`src/rtl/mem_arbiter_pkg.sv`:
```
// Shared encodings for the unified-memory arbiter.
package mem_arbiter_pkg;

   typedef enum logic {
      ST_IDLE = 1'b0,
      ST_BUSY = 1'b1
   } state_t;

   typedef enum logic {
      OWN_FETCH = 1'b0,
      OWN_DATA  = 1'b1
   } owner_t;

   // Memory occupancy per access, in cycles (legal 1..15).
   localparam int DEFAULT_LATENCY = 2;

   // Wait-state counter width; wide enough for the maximum latency of 15.
   localparam int CNT_W = 4;

endpackage

```
`src/rtl/mem_arbiter.sv`:
```
// Arbiter sharing one single-ported, fixed-latency memory between the
// instruction-fetch port and the load/store port of the core.
//
//   state   | meaning
//   --------+------------------------------------------------------------
//   ST_IDLE | memory free; grant an eligible port at this edge, if any
//   ST_BUSY | access in flight; cnt counts down the remaining wait states
//
// A port whose ready is high this cycle is not eligible at the coming edge,
// so a request still held in its completion cycle is not serviced twice.
// Data normally wins, but a fetch pending after a data grant takes the next
// slot so that a stream of loads/stores cannot starve instruction fetch.
module mem_arbiter
   import mem_arbiter_pkg::*;
#(
   parameter int ADDR_W  = 32,
   parameter int DATA_W  = 32,
   parameter int LATENCY = DEFAULT_LATENCY
) (
   input  logic              clock,
   input  logic              reset,
   input  logic              if_req,
   input  logic [ADDR_W-1:0] if_addr,
   output logic [DATA_W-1:0] if_rdata,
   output logic              if_ready,
   input  logic              d_read,
   input  logic              d_write,
   input  logic [ADDR_W-1:0] d_addr,
   input  logic [DATA_W-1:0] d_wdata,
   output logic [DATA_W-1:0] d_rdata,
   output logic              d_ready,
   output logic              d_err,
   output logic [ADDR_W-1:0] mem_addr,
   output logic [DATA_W-1:0] mem_wdata,
   output logic              mem_re,
   output logic              mem_we,
   input  logic [DATA_W-1:0] mem_rdata,
   output logic              stall
);

   state_t            state_q, state_d;
   logic [CNT_W-1:0]  cnt_q, cnt_d;
   owner_t            last_grant_q, last_grant_d;
   owner_t            owner_q, owner_d;
   logic              op_write_q, op_write_d;
   logic [ADDR_W-1:0] mem_addr_q, mem_addr_d;
   logic [DATA_W-1:0] mem_wdata_q, mem_wdata_d;
   logic              mem_re_q, mem_re_d;
   logic              mem_we_q, mem_we_d;
   logic [DATA_W-1:0] if_rdata_q, if_rdata_d;
   logic              if_ready_q, if_ready_d;
   logic [DATA_W-1:0] d_rdata_q, d_rdata_d;
   logic              d_ready_q, d_ready_d;
   logic              d_err_q, d_err_d;

   logic              d_req;
   logic              if_elig;
   logic              d_elig;
   logic              grant_data;

   assign d_req      = d_read | d_write;
   assign if_elig    = if_req & ~if_ready_q;
   assign d_elig     = d_req & ~d_ready_q;
   assign grant_data = d_elig & ~(if_elig & (last_grant_q == OWN_DATA));

   // Next-state, grant and wait-state counter logic.
   always_comb begin
      state_d      = state_q;
      cnt_d        = cnt_q;
      last_grant_d = last_grant_q;
      owner_d      = owner_q;
      op_write_d   = op_write_q;
      mem_addr_d   = mem_addr_q;
      mem_wdata_d  = mem_wdata_q;
      mem_re_d     = 1'b0;
      mem_we_d     = 1'b0;
      if_rdata_d   = if_rdata_q;
      if_ready_d   = 1'b0;
      d_rdata_d    = d_rdata_q;
      d_ready_d    = 1'b0;
      // Simultaneous read and write is executed as a write and flagged.
      d_err_d      = d_err_q | (d_read & d_write);

      case (state_q)
         ST_IDLE: begin
            if (if_elig | d_elig) begin
               state_d = ST_BUSY;
               cnt_d   = CNT_W'(LATENCY);
               if (grant_data) begin
                  owner_d      = OWN_DATA;
                  last_grant_d = OWN_DATA;
                  op_write_d   = d_write;
                  mem_addr_d   = d_addr;
                  mem_wdata_d  = d_wdata;
                  mem_re_d     = ~d_write;
                  mem_we_d     = d_write;
               end else begin
                  owner_d      = OWN_FETCH;
                  last_grant_d = OWN_FETCH;
                  op_write_d   = 1'b0;
                  mem_addr_d   = if_addr;
                  mem_re_d     = 1'b1;
               end
            end
         end
         ST_BUSY: begin
            cnt_d    = cnt_q - CNT_W'(1);
            mem_re_d = ~op_write_q;
            if (cnt_q == CNT_W'(1)) begin
               state_d  = ST_IDLE;
               mem_re_d = 1'b0;
               if (owner_q == OWN_DATA) begin
                  d_ready_d = 1'b1;
                  if (!op_write_q) begin
                     d_rdata_d = mem_rdata;
                  end
               end else begin
                  if_ready_d = 1'b1;
                  if_rdata_d = mem_rdata;
               end
            end
         end
         default: begin
            state_d = ST_IDLE;
         end
      endcase
   end

   // State, counter and registered outputs; reset aborts any access at once.
   always_ff @(posedge clock or negedge reset) begin
      if (!reset) begin
         state_q      <= ST_IDLE;
         cnt_q        <= '0;
         last_grant_q <= OWN_FETCH;
         owner_q      <= OWN_FETCH;
         op_write_q   <= 1'b0;
         mem_addr_q   <= '0;
         mem_wdata_q  <= '0;
         mem_re_q     <= 1'b0;
         mem_we_q     <= 1'b0;
         if_rdata_q   <= '0;
         if_ready_q   <= 1'b0;
         d_rdata_q    <= '0;
         d_ready_q    <= 1'b0;
         d_err_q      <= 1'b0;
      end else begin
         state_q      <= state_d;
         cnt_q        <= cnt_d;
         last_grant_q <= last_grant_d;
         owner_q      <= owner_d;
         op_write_q   <= op_write_d;
         mem_addr_q   <= mem_addr_d;
         mem_wdata_q  <= mem_wdata_d;
         mem_re_q     <= mem_re_d;
         mem_we_q     <= mem_we_d;
         if_rdata_q   <= if_rdata_d;
         if_ready_q   <= if_ready_d;
         d_rdata_q    <= d_rdata_d;
         d_ready_q    <= d_ready_d;
         d_err_q      <= d_err_d;
      end
   end

   assign if_rdata  = if_rdata_q;
   assign if_ready  = if_ready_q;
   assign d_rdata   = d_rdata_q;
   assign d_ready   = d_ready_q;
   assign d_err     = d_err_q;
   assign mem_addr  = mem_addr_q;
   assign mem_wdata = mem_wdata_q;
   assign mem_re    = mem_re_q;
   assign mem_we    = mem_we_q;

   // Gated by reset so the core is released the moment reset is applied.
   assign stall = reset & ((if_req & ~if_ready_q) | (d_req & ~d_ready_q));

endmodule

```
`config.mk`:
```
export PLATFORM = sky130hd
export DESIGN_NAME = mem_arbiter
export DESIGN_NICKNAME = d
export VERILOG_FILES = /design/src/rtl/mem_arbiter_pkg.sv /design/src/rtl/mem_arbiter.sv
export SDC_FILE = /design/constraint.sdc
export NUM_CORES = 1
export LEC_CHECK = 0
export ABC_AREA = 1
export CELL_PAD_IN_SITES_DETAIL_PLACEMENT = 1
export CELL_PAD_IN_SITES_GLOBAL_PLACEMENT = 1
export CORE_MARGIN = 2
export CORE_UTILIZATION = 32
export CTS_BUF_LIST = sky130_fd_sc_hd__clkbuf_16
export CTS_CLUSTER_DIAMETER = 80
export DETAILED_ROUTE_END_ITERATION = 10
export PLACE_DENSITY_LB_ADDON = 0.1
export SYNTH_ARGS = -nofsm -noshare
export SYNTH_HDL_FRONTEND = slang
export SYNTH_SLANG_ARGS = --single-unit
```
`constraint.sdc`:
```
create_clock -name clock -period 3.1 [get_ports clock]
set_input_delay 0.62 -clock clock [delete_from_list [all_inputs] [get_ports clock]]
set_output_delay 0.62 -clock clock [all_outputs]
set_load 0.05 [all_outputs]
```
# [After elaboration in Yosys (flattened, before gate mapping)]
# Index checks and enable logic that the tools add are counted.
[classes] n_eq_ne=2 n_addsub=1 muxes=20 n_reduce_logical=4 bitwise=16
[op_table] operator="32-bit 2-to-1 mux" count=1
[op_table] operator="1-bit 2-to-1 mux" count=15
[op_table] operator="4-bit case mux with 2 select lines" count=1
[op_table] operator="1-bit inverter" count=7
[op_table] operator="1-bit AND" count=6
[op_table] operator="3-bit AND reduction" count=2
[op_table] operator="4-bit by 1-bit equality test with 1-bit output, second input constant" count=1
[op_table] operator="4-bit 2-to-1 mux" count=1
[op_table] operator="1-bit case mux with 2 select lines" count=2
[op_table] operator="4-bit AND reduction" count=1
[op_table] operator="4-bit by 1-bit subtractor with 4-bit output, second input constant" count=1
[op_table] operator="1-bit bitwise OR" count=3
[op_table] operator="2-bit != test, second input constant" count=1
[op_table] operator="2-bit AND reduction" count=1
[word_totals] reg_bits=140 in_bits=133 output_inout_bits=134 wordCells=56

# [Depth between registers and ports, before layout]
# Gate-level depths: netlist of the first run.
[logic_depth] word_depth=8 ltp_mapped=9 ltp_nobuf=7

# [Worst setup path after synthesis of the first run]
# No wires, ideal clock.
[synth_path] path_type="flip-flop to output port" start="register d_ready_q (netlist: d_ready)" end="output port stall" t_arrival_ps=1980 path_slack_ps=500 stages_incl_launch_ff=3 t_required_ps=2480 path_buffers=0 cell_sequence="dfrtp_1 > o21bai_1 > a21boi_0"
[synth_between] elab_chain_len=4
[synth_lines] item="start: declaration" line="mem_arbiter.sv:53" text="logic d_ready_q, d_ready_d;"
[synth_lines] item="start signal: assignment" line="mem_arbiter.sv:159" text="d_ready_q <= d_ready_d;"
[synth_lines] item="1-bit inverter" line="mem_arbiter.sv:175" text="assign stall = reset & ((if_req & ~if_ready_q) | (d_req & ~d_ready_q));"
[synth_lines] item="1-bit AND" line="mem_arbiter.sv:175"
[synth_lines] item="1-bit bitwise OR" line="mem_arbiter.sv:175"
[synth_lines] item="1-bit AND" line="mem_arbiter.sv:175"
[synth_lines] item="end: declaration" line="mem_arbiter.sv:38" text="output logic stall"
# No other way between the ends.

# [Final worst setup path of the first run]
[layout_path] start="input port reset" end="output port stall"
[layout_between] elab_chain_len=1
[layout_lines] item="start: declaration" line="mem_arbiter.sv:21" text="input logic reset,"
[layout_lines] item="1-bit AND" line="mem_arbiter.sv:175"
# No other way between the ends.

==> results of run 1 <==
## per-layer routing
metal / vias up / share of wire (%) / global-route usage [%]
met5: - / 0 / 0
met4: 0 / 1.7 / 5.85
met3: 29 / 9.7 / 9.73
met2: 170 / 49 / 34.9
met1: 2610 / 39 / 22.6
li1: 2614 / - / -
## repair_timing
action	in CTS	in global routing
endpoints found under the setup margin	0	0
hold buffers	1	0
hold endpoints to repair	8	0
## kinds of logic (layout without fill, tap and decap cells)
group	count (synthesis)	after routing	share of synthesized area (%)
buffers and inverters	78	352	5.85
adder cells (fa/ha/maj)	2	2	0.435
AO/OA/AOI/OAI	74	74	6.57
flip-flops	140	140	60.9
AND/OR/NAND/NOR	380	380	26.1
XOR/XNOR	1	1	0.152
## synthesized netlist by cell type
| cell | n | area share (%) |
|---|---|---|
| a21boi_0 | 1 | 0.13 |
| a21o_1 | 1 | 0.13 |
| a21oi_1 | 1 | 0.087 |
| buf_1 | 1 | 0.065 |
| buf_2 | 20 | 1.7 |
| buf_4 | 5 | 0.65 |
| clkbuf_1 | 8 | 0.52 |
| dfrtp_1 | 140 | 61 |
| ha_1 | 2 | 0.43 |
| inv_1 | 40 | 2.6 |
| inv_2 | 4 | 0.26 |
| nand2_1 | 331 | 22 |
| nand2_2 | 1 | 0.11 |
| nand3_1 | 37 | 3.2 |
| nand3_2 | 1 | 0.17 |
| nor2_1 | 6 | 0.39 |
| nor2_2 | 1 | 0.11 |
| nor2_4 | 1 | 0.20 |
| nor3_2 | 1 | 0.17 |
| nor4_1 | 1 | 0.11 |
| o21ai_0 | 8 | 0.70 |
| o21ai_1 | 62 | 5.4 |
| o21bai_1 | 1 | 0.13 |
| xor2_1 | 1 | 0.15 |
## state kept, by name, summed over array words and instances, names as in the netlist, 4 cells and up
signal	flops
mem_wdata	32
cnt_q	4
if_rdata	32
d_rdata	32
mem_addr	32
## cell type report
type                    instances  area, um2  area share, %
clock buffers                  17        425           4.60
flip-flops and latches        140       3500           37.9
clock inverters                15        196           2.12
repair buffers                276       2750           29.8
inverters                      44        165           1.79
well taps                     229        287           3.10
multi-input cells             457       1920           20.7
## worst max-delay path by stage
stage / start / cells past startpoint / to
after floorplan: d_ready$_DFF_PN0_ / 2 / stall
after global placement: d_write / 7 / mem_wdata[30]$_DFFE_PN0P_
after detailed placement: d_write / 7 / mem_wdata[23]$_DFFE_PN0P_
after CTS: reset / 4 / stall
after global routing: reset / 4 / stall
final: reset / 4 / stall
## stage by stage
stage	power, mW	cell area [um2]
final	11.9	9250
after global routing	12.6	9250
after floorplan	7.40	5750
after CTS	12.1	9250
after detailed placement	9.88	8610
after global placement	9.71	8610
## critical path, stage by stage
cell           delay, ns
dlygate4sd3_1       0.55
buf_6               0.17
a21boi_0            0.23
buf_4               0.24
## where the power goes
| group | total, mW | internal, mW | switching, mW |
|---|---|---|---|
| Clock | 2.14 | 1.34 | 0.794 |
| Sequential | 3.20 | 2.70 | 0.499 |
| Combinational | 6.60 | 2.07 | 4.53 |
==> flow_summary.ini, run 1 <==
[logic_synthesis]
synthDistinctLibCells = 24
syn_area_mm2 = 0.00575
synth_seq_cells = 140
synth_cells = 675
yosysSeqAreaShare_pct = 60.9
syn_area_per_cell_um2 = 8.52
synth_fp_nets = 810
yosys_warnings = 0

[clock_network]
clock_latency_ns = 0.42
cts.sinks = 140
cts_buffer_depth = 2
post_cts_buffers = 0
cts_buffers = 17
clk_pin_slew_ns = 0.06
htreeDepth = 4
cts_root_buffer = clkbuf_16
cts_resized = 0
cts_tree = built

[die]
io_pins = 267
start_util_pct = 32.4
num_rows = 49
core_area_mm2 = 0.0178
die_w_um = 138
dieHeight_um = 138
die-area_mm2 = 0.0191

[timing]
setup_viol = 0
setup_tns_ns = 0
fin_ws_ns = 0.668
relSlewSlack_pct = 37.3
fin_crit_sh_pct = 78.5
hold_viol_final = 0
max_freq_ghz = 0.411
clock_skew_ns = 0.00845
holdWs_ns = 0.458
worst_pin_slew_ns = 0.941
period_needed_ns = 2.43
drv_slew = 0
rsz0062_at_grt = false

[critical_path]
ff2ff_path_depth = 8
cp-start-kind = input pin
end_kind = output pin
cp_data_arrival_time_ns = 1.81
path_max_fanout = 11
r2r-start = cnt_q[1]$_DFFE_PN0P_
r2r_setup_slack_ns = 1.04
r2r-end = if_rdata[12]$_DFFE_PN0P_
crit_required_ns = 2.48
path_class = input pin to output pin

[hold_path]
hold_end = d_err$_DFF_PN0_
hold_path_class = register to register
hold_start = d_err$_DFF_PN0_
hold_depth = 1

[placement]
port_buffers = 266
dp_hpwl_um = 13600
gp_congestion = 0.827
dp.cells = 1145
dp_slack_ns = 0.666

[routing]
wl_per_cell_um = 16.1
drtPass1Iterations = 4
drt_wl_total_um = 18900
dr.first_iter.drc_count = 235
vias_per_cell = 4.60
dr_total_vias = 5423
postRouteAntennaNets = 0
drcViolationCount = 0

[grt]
gr-total-overflow = 0
grt_max_degree = 75
antenna_found_initial = 0
grt_usage_pct = 20.3
grt_pass1_wl_um = 31000
grt_pass1_vias = 5952

[layout]
finalNonFillerCells = 1178
fin_nets = 1071
n_fill_cell = 2053
syn2layout_area_growth_pct = 60.7
final_common_cell = nand2_1
diodes = 0
utilization_pct = 52.0
layout_common_cells = nand2_1 (331), clkdlybuf4s50_1 (264), dfrtp_1 (140), o21ai_1 (62), inv_1 (41)
drive_gt1_share_pct = 5.48

[power_and_ir_drop]
vdd_drop_max_mv = 0.603
p_leak_nw = 4.56
power.density_mw_per_mm2 = 1290

[status]
status = finished clean

[flow_run]
drv_cap = 0
Note: power is estimated with default switching activity, not from simulation.
==> inputs of run 2 (changes only) <==
- CORE_UTILIZATION: 32 -> 26
- clock period: 3.1 -> 2.05 ns (I/O delays scaled with it)
==> run 2 against run 1 <==
  * Sequential power grew 50%
  * Global-route usage fell by 3.4 points
  * Combinational power increased by 50%
  * Sequential share of layout area shrank 0.69 points
  * Register-to-register slack got worse by 0.69 ns
  * Clock-buffer cell count stayed put
  * Clock power rose by 36%
  * Flip-flop and latch count did not move
  * Die area increased by 22%
  * Final area rose by 1.9%
  * Critical endpoint is now mem_wdata[23]
==> flow_summary.ini, run 2 (same netlist as run 1, synthesis figures left out) <==
[routing]
dr.first_iter.drc_count = 261
drt_wl_total_um = 19500
wl_per_cell_um = 15.9
vias_per_cell = 4.31
drtPass1Iterations = 4
drcViolationCount = 0
postRouteAntennaNets = 0
dr_total_vias = 5301

[timing]
setup_viol = 0
clock_skew_ns = 0.0120
worst_pin_slew_ns = 0.835
period_needed_ns = 2.01
max_freq_ghz = 0.498
drv_slew = 0
fin_ws_ns = 0.0432
hold_viol_final = 0
fin_crit_sh_pct = 97.9
relSlewSlack_pct = 44.3
holdWs_ns = 0.0684

[die]
die_w_um = 153
start_util_pct = 26.4
io_pins = 267
core_area_mm2 = 0.0218
num_rows = 54
die-area_mm2 = 0.0233
dieHeight_um = 153

[critical_path]
path_class = register to output pin
max_stage_delay_ns = 0.82
cp_num_buf_inv = 1
r2r-end = if_rdata[30]$_DFFE_PN0P_
r2r_setup_slack_ns = 0.35
cp_slowest_cell = clkdlybuf4s50_1
crit_chain = clkdlybuf4s50_1
cp_top_family = buffers and inverters
end_kind = output pin
path_max_fanout = 2
cp-start-kind = register
r2r-start = cnt_q[1]$_DFFE_PN0P_
ff2ff_path_depth = 8
cp_data_arrival_time_ns = 1.60
crit_required_ns = 1.64

[layout]
diodes = 0
finalNonFillerCells = 1230
drive_gt1_share_pct = 6.95
multi_input_area_mm2 = 0.00192
n_fill_cell = 2552
regArea_mm2 = 0.00350
syn2layout_area_growth_pct = 63.7
final_common_cell = nand2_1
fin_nets = 1072
layout_common_cells = nand2_1 (331), clkdlybuf4s50_1 (181), dfrtp_1 (140), o21ai_1 (62), dlymetal6s2s_1 (62)

[clock_network]
cts.sinks = 140
cts_root_buffer = clkbuf_16
cts_buffer_depth = 2
clk_pin_slew_ns = 0.06
htreeDepth = 4
clock_latency_ns = 0.42
ctsHoldBuffers = 0
cts_tree = built
cts_buffers = 17

[grt]
grt_usage_pct = 17.0
grt_pass1_wl_um = 31400
grt_max_degree = 141
antenna_found_initial = 0
gr-total-overflow = 0
grt_pass1_vias = 5538

[placement]
dp_slack_ns = -0.0777
gp_congestion = 0.710
dp_hpwl_um = 13500
port_buffers = 266
dp.cells = 1198

[power_and_ir_drop]
vdd_drop_max_mv = 0.802
power.total_mw = 17.6
p_leak_nw = 5.25
power.density_mw_per_mm2 = 1870

[status]
status = finished clean

[hold_path]
hold_path_class = input pin to asynchronous set/reset pin

[flow_run]
drv_cap = 0
## run 2: cell count changes in the layout (fill, tap and decap cells not counted), sizes merged, moves of 2 or more
cell,before,now
dlygate4sd2,0,8
bufinv,4,1
buf,11,26
clkdlybuf4s50,264,181
clkinvlp,3,5
dlymetal6s2s,0,62
## run 2: final cells by class
cell class                 instances  area share, %
clock buffer                      17           4.52
clock inverter                    15           1.33
inverter                          44           1.75
multi-input combinational        457           20.4
sequential                       140           37.2
tap                              280           3.72
timing repair buffer             277           31.1
## run 2: metrics by stage
stage / TNS (ns) / cell area (um2) / utilization (%)
2_1_floorplan: 0 / 5750 / -
3_3_place_gp: -0.0280 / 8720 / 40.1
3_5_place_dp: -1.77 / 8720 / 40.1
4_1_cts: 0 / 9260 / 42.6
5_1_grt: -0.000694 / 9420 / 43.3
6_report: 0 / 9420 / 43.3
## run 2: routing by layer
layer	share of wire, %	track usage [%]
met1	45	22.0
met2	46	26.0
met3	8.4	7.51
met4	0.90	4.28
met5	0	0
## run 2: worst max-delay path by stage
| stage | endpoint | startpoint | slack, ns | cells after the start |
|---|---|---|---|---|
| floorplan | stall | d_ready$_DFF_PN0_ | 0.04 | 2 |
| global placement | mem_wdata[8]$_DFFE_PN0P_ | d_write | -0.01 | 7 |
| detailed placement | mem_wdata[29]$_DFFE_PN0P_ | d_write | -0.08 | 7 |
| CTS | if_rdata[14] | if_rdata[14]$_DFFE_PN0P_ | 0.001 | 1 |
| global route | d_rdata[18] | d_rdata[18]$_DFFE_PN0P_ | -0.0007 | 1 |
| finish | mem_wdata[23] | mem_wdata[23]$_DFFE_PN0P_ | 0.04 | 1 |
## run 2: repair_timing
item / in CTS / in global routing
gates resized for setup: 8 / 62
endpoints found under the setup margin: 8 / 62
setup buffers: 0 / 0
## run 2: power by group
part | total [mW] | internal [mW] | switching (mW)
sequential | 4.80 | 4.08 | 0.711
combinational | 9.87 | 3.05 | 6.82
clock | 2.92 | 1.66 | 1.26
total | 17.6 | 8.80 | 8.79
==> inputs of run 3 (changes only) <==
- CELL_PAD_IN_SITES_DETAIL_PLACEMENT: 1 -> not set
- CELL_PAD_IN_SITES_GLOBAL_PLACEMENT: 1 -> not set
- CORE_UTILIZATION: 26 -> 37
- PLACE_DENSITY: not set -> 0.76
- PLACE_DENSITY_LB_ADDON: 0.1 -> not set
==> run 3 against run 2 <==
  * Maximum frequency is essentially flat
  * Sequential power hardly changed
  * Cell count shrank 7.6%
  * Clock power up 19%
  * Flip-flop and latch count unchanged
  * Largest cell class unchanged
==> flow_summary.ini, run 3 (same netlist as run 1, synthesis figures left out) <==
[status]
status = finished clean

[die]
die_w_um = 129
dieHeight_um = 129
io_pins = 267
num_rows = 45
die-area_mm2 = 0.0166
start_util_pct = 37.8
core_area_mm2 = 0.0152

[clock_network]
cts.sinks = 140
cts_tree = built
post_cts_buffers = 0
cts_root_buffer = clkbuf_16
clk_pin_slew_ns = 0.06
clock_latency_ns = 0.41
cts_buffers = 17
htreeDepth = 4
cts_buffer_depth = 2

[routing]
dr.first_iter.drc_count = 277
postRouteAntennaNets = 0
drcViolationCount = 0
vias_per_cell = 4.63
wl_per_cell_um = 14.4
dr_total_vias = 5269
drtPass1Iterations = 6
drt_wl_total_um = 16400

[timing]
drv_slew = 0
fin_ws_ns = 0.0417
worst_pin_slew_ns = 0.760
period_needed_ns = 2.01
clock_skew_ns = 0.00579
setup_tns_ns = 0
fin_crit_sh_pct = 98.0
max_freq_ghz = 0.498
hold_viol_final = 0
relSlewSlack_pct = 49.3
rsz0062_at_grt = false
setup_viol = 0

[grt]
antenna_found_initial = 0
grt_max_degree = 141
grt_pass1_wl_um = 25700
grt_usage_pct = 19.7
grt_pass1_vias = 5186
gr-total-overflow = 0

[placement]
port_buffers = 266
dp_slack_ns = 0.00402
dp.cells = 1105
dp_hpwl_um = 11500
gp_congestion = 0.767
placed_cell_area_mm2 = 0.00863

[critical_path]
cp_top_family = buffers and inverters
max_stage_delay_ns = 0.82
path_max_fanout = 2
ff2ff_path_depth = 8
cp-start-kind = register
crit_chain = clkdlybuf4s50_1
cp_num_buf_inv = 1
worst-path-stages = 1
path_class = register to output pin
cp_slowest_cell = clkdlybuf4s50_1
cp_data_arrival_time_ns = 1.60
crit_required_ns = 1.64
end_kind = output pin

[layout]
fin_nets = 1071
drive_gt1_share_pct = 6.01
final_common_cell = nand2_1
n_fill_cell = 1295
multi_input_area_mm2 = 0.00192
regArea_mm2 = 0.00350
layout_common_cells = nand2_1 (331), clkdlybuf4s50_1 (239), dfrtp_1 (140), o21ai_1 (62), inv_1 (40)
diodes = 0
finalNonFillerCells = 1137
final_cell_area_mm2 = 0.00934
syn2layout_area_growth_pct = 62.4

[power_and_ir_drop]
power.density_mw_per_mm2 = 1940
power.total_mw = 18.1
vdd_drop_max_mv = 1.24
p_leak_nw = 4.81

[flow_run]
drv_cap = 0

[hold_path]
hold_path_class = input pin to asynchronous set/reset pin
run 3: cell count changes in the layout (fill, tap and decap cells not counted):
cell             change
dlygate4sd2_1        -4
dlymetal6s2s_1      -43
clkinv_1             -1
bufinv_16            +5
inv_6                -1
a21boi_2             +1
a21boi_1             -1
clkinvlp_4           -2
inv_1                -1
clkdlybuf4s50_1     +58
buf_4               -12
run 3: stage by stage:
stage	hold WS, ns	util [%]
floorplan	0.114	-
global placement	0.439	56.7
detailed placement	0.445	56.7
CTS	0.152	61.1
global route	0.179	61.5
finish	0.104	61.5
run 3: final timing paths:
check	from	slack, ns	endpoint
hold reg to reg	d_err$_DFF_PN0_	0.45	d_err$_DFF_PN0_
min in group clock	d_err$_DFF_PN0_	0.45	d_err$_DFF_PN0_
setup / recovery	if_rdata[28]$_DFFE_PN0P_	0.04	if_rdata[28]
hold / removal	reset	0.10	d_err$_DFF_PN0_
setup reg to reg	cnt_q[1]$_DFFE_PN0P_	0.34	d_rdata[2]$_DFFE_PN0P_
max in group asynchronous	reset	1.37	mem_wdata[21]$_DFFE_PN0P_
run 3: repair_timing:
| item | 4_1_cts | 5_1_grt |
|---|---|---|
| hold buffers | 0 | 0 |
| endpoints found under the hold margin | 0 | 0 |
| gates cloned | 0 | 0 |
| resized for setup | 4 | 20 |
| endpoints found under the setup margin | 4 | 20 |
run 3: cell type report:
type	count	area share, %
clock buffers	17	4.55
clock inverters	15	2.61
well taps	188	2.52
multi-input cells	457	20.6
flip-flops and latches	140	37.5
inverters	44	1.77
repair buffers	276	30.5
run 3: metal layers:
layer	routed length (um)	GRT usage, %	up-vias
met5	0	0	-
met2	7670	32.3	203
met4	317	7.61	0
met3	1670	8.27	25
li1	-	-	2617
met1	6720	23.2	2424
run 3: power by group:
group	internal (mW)	leakage [nW]	switching, mW
Combinational	3.15	2.80	6.69
Clock	2.28	0.320	1.19
Sequential	4.09	1.69	0.734
Total	9.52	4.81	8.62
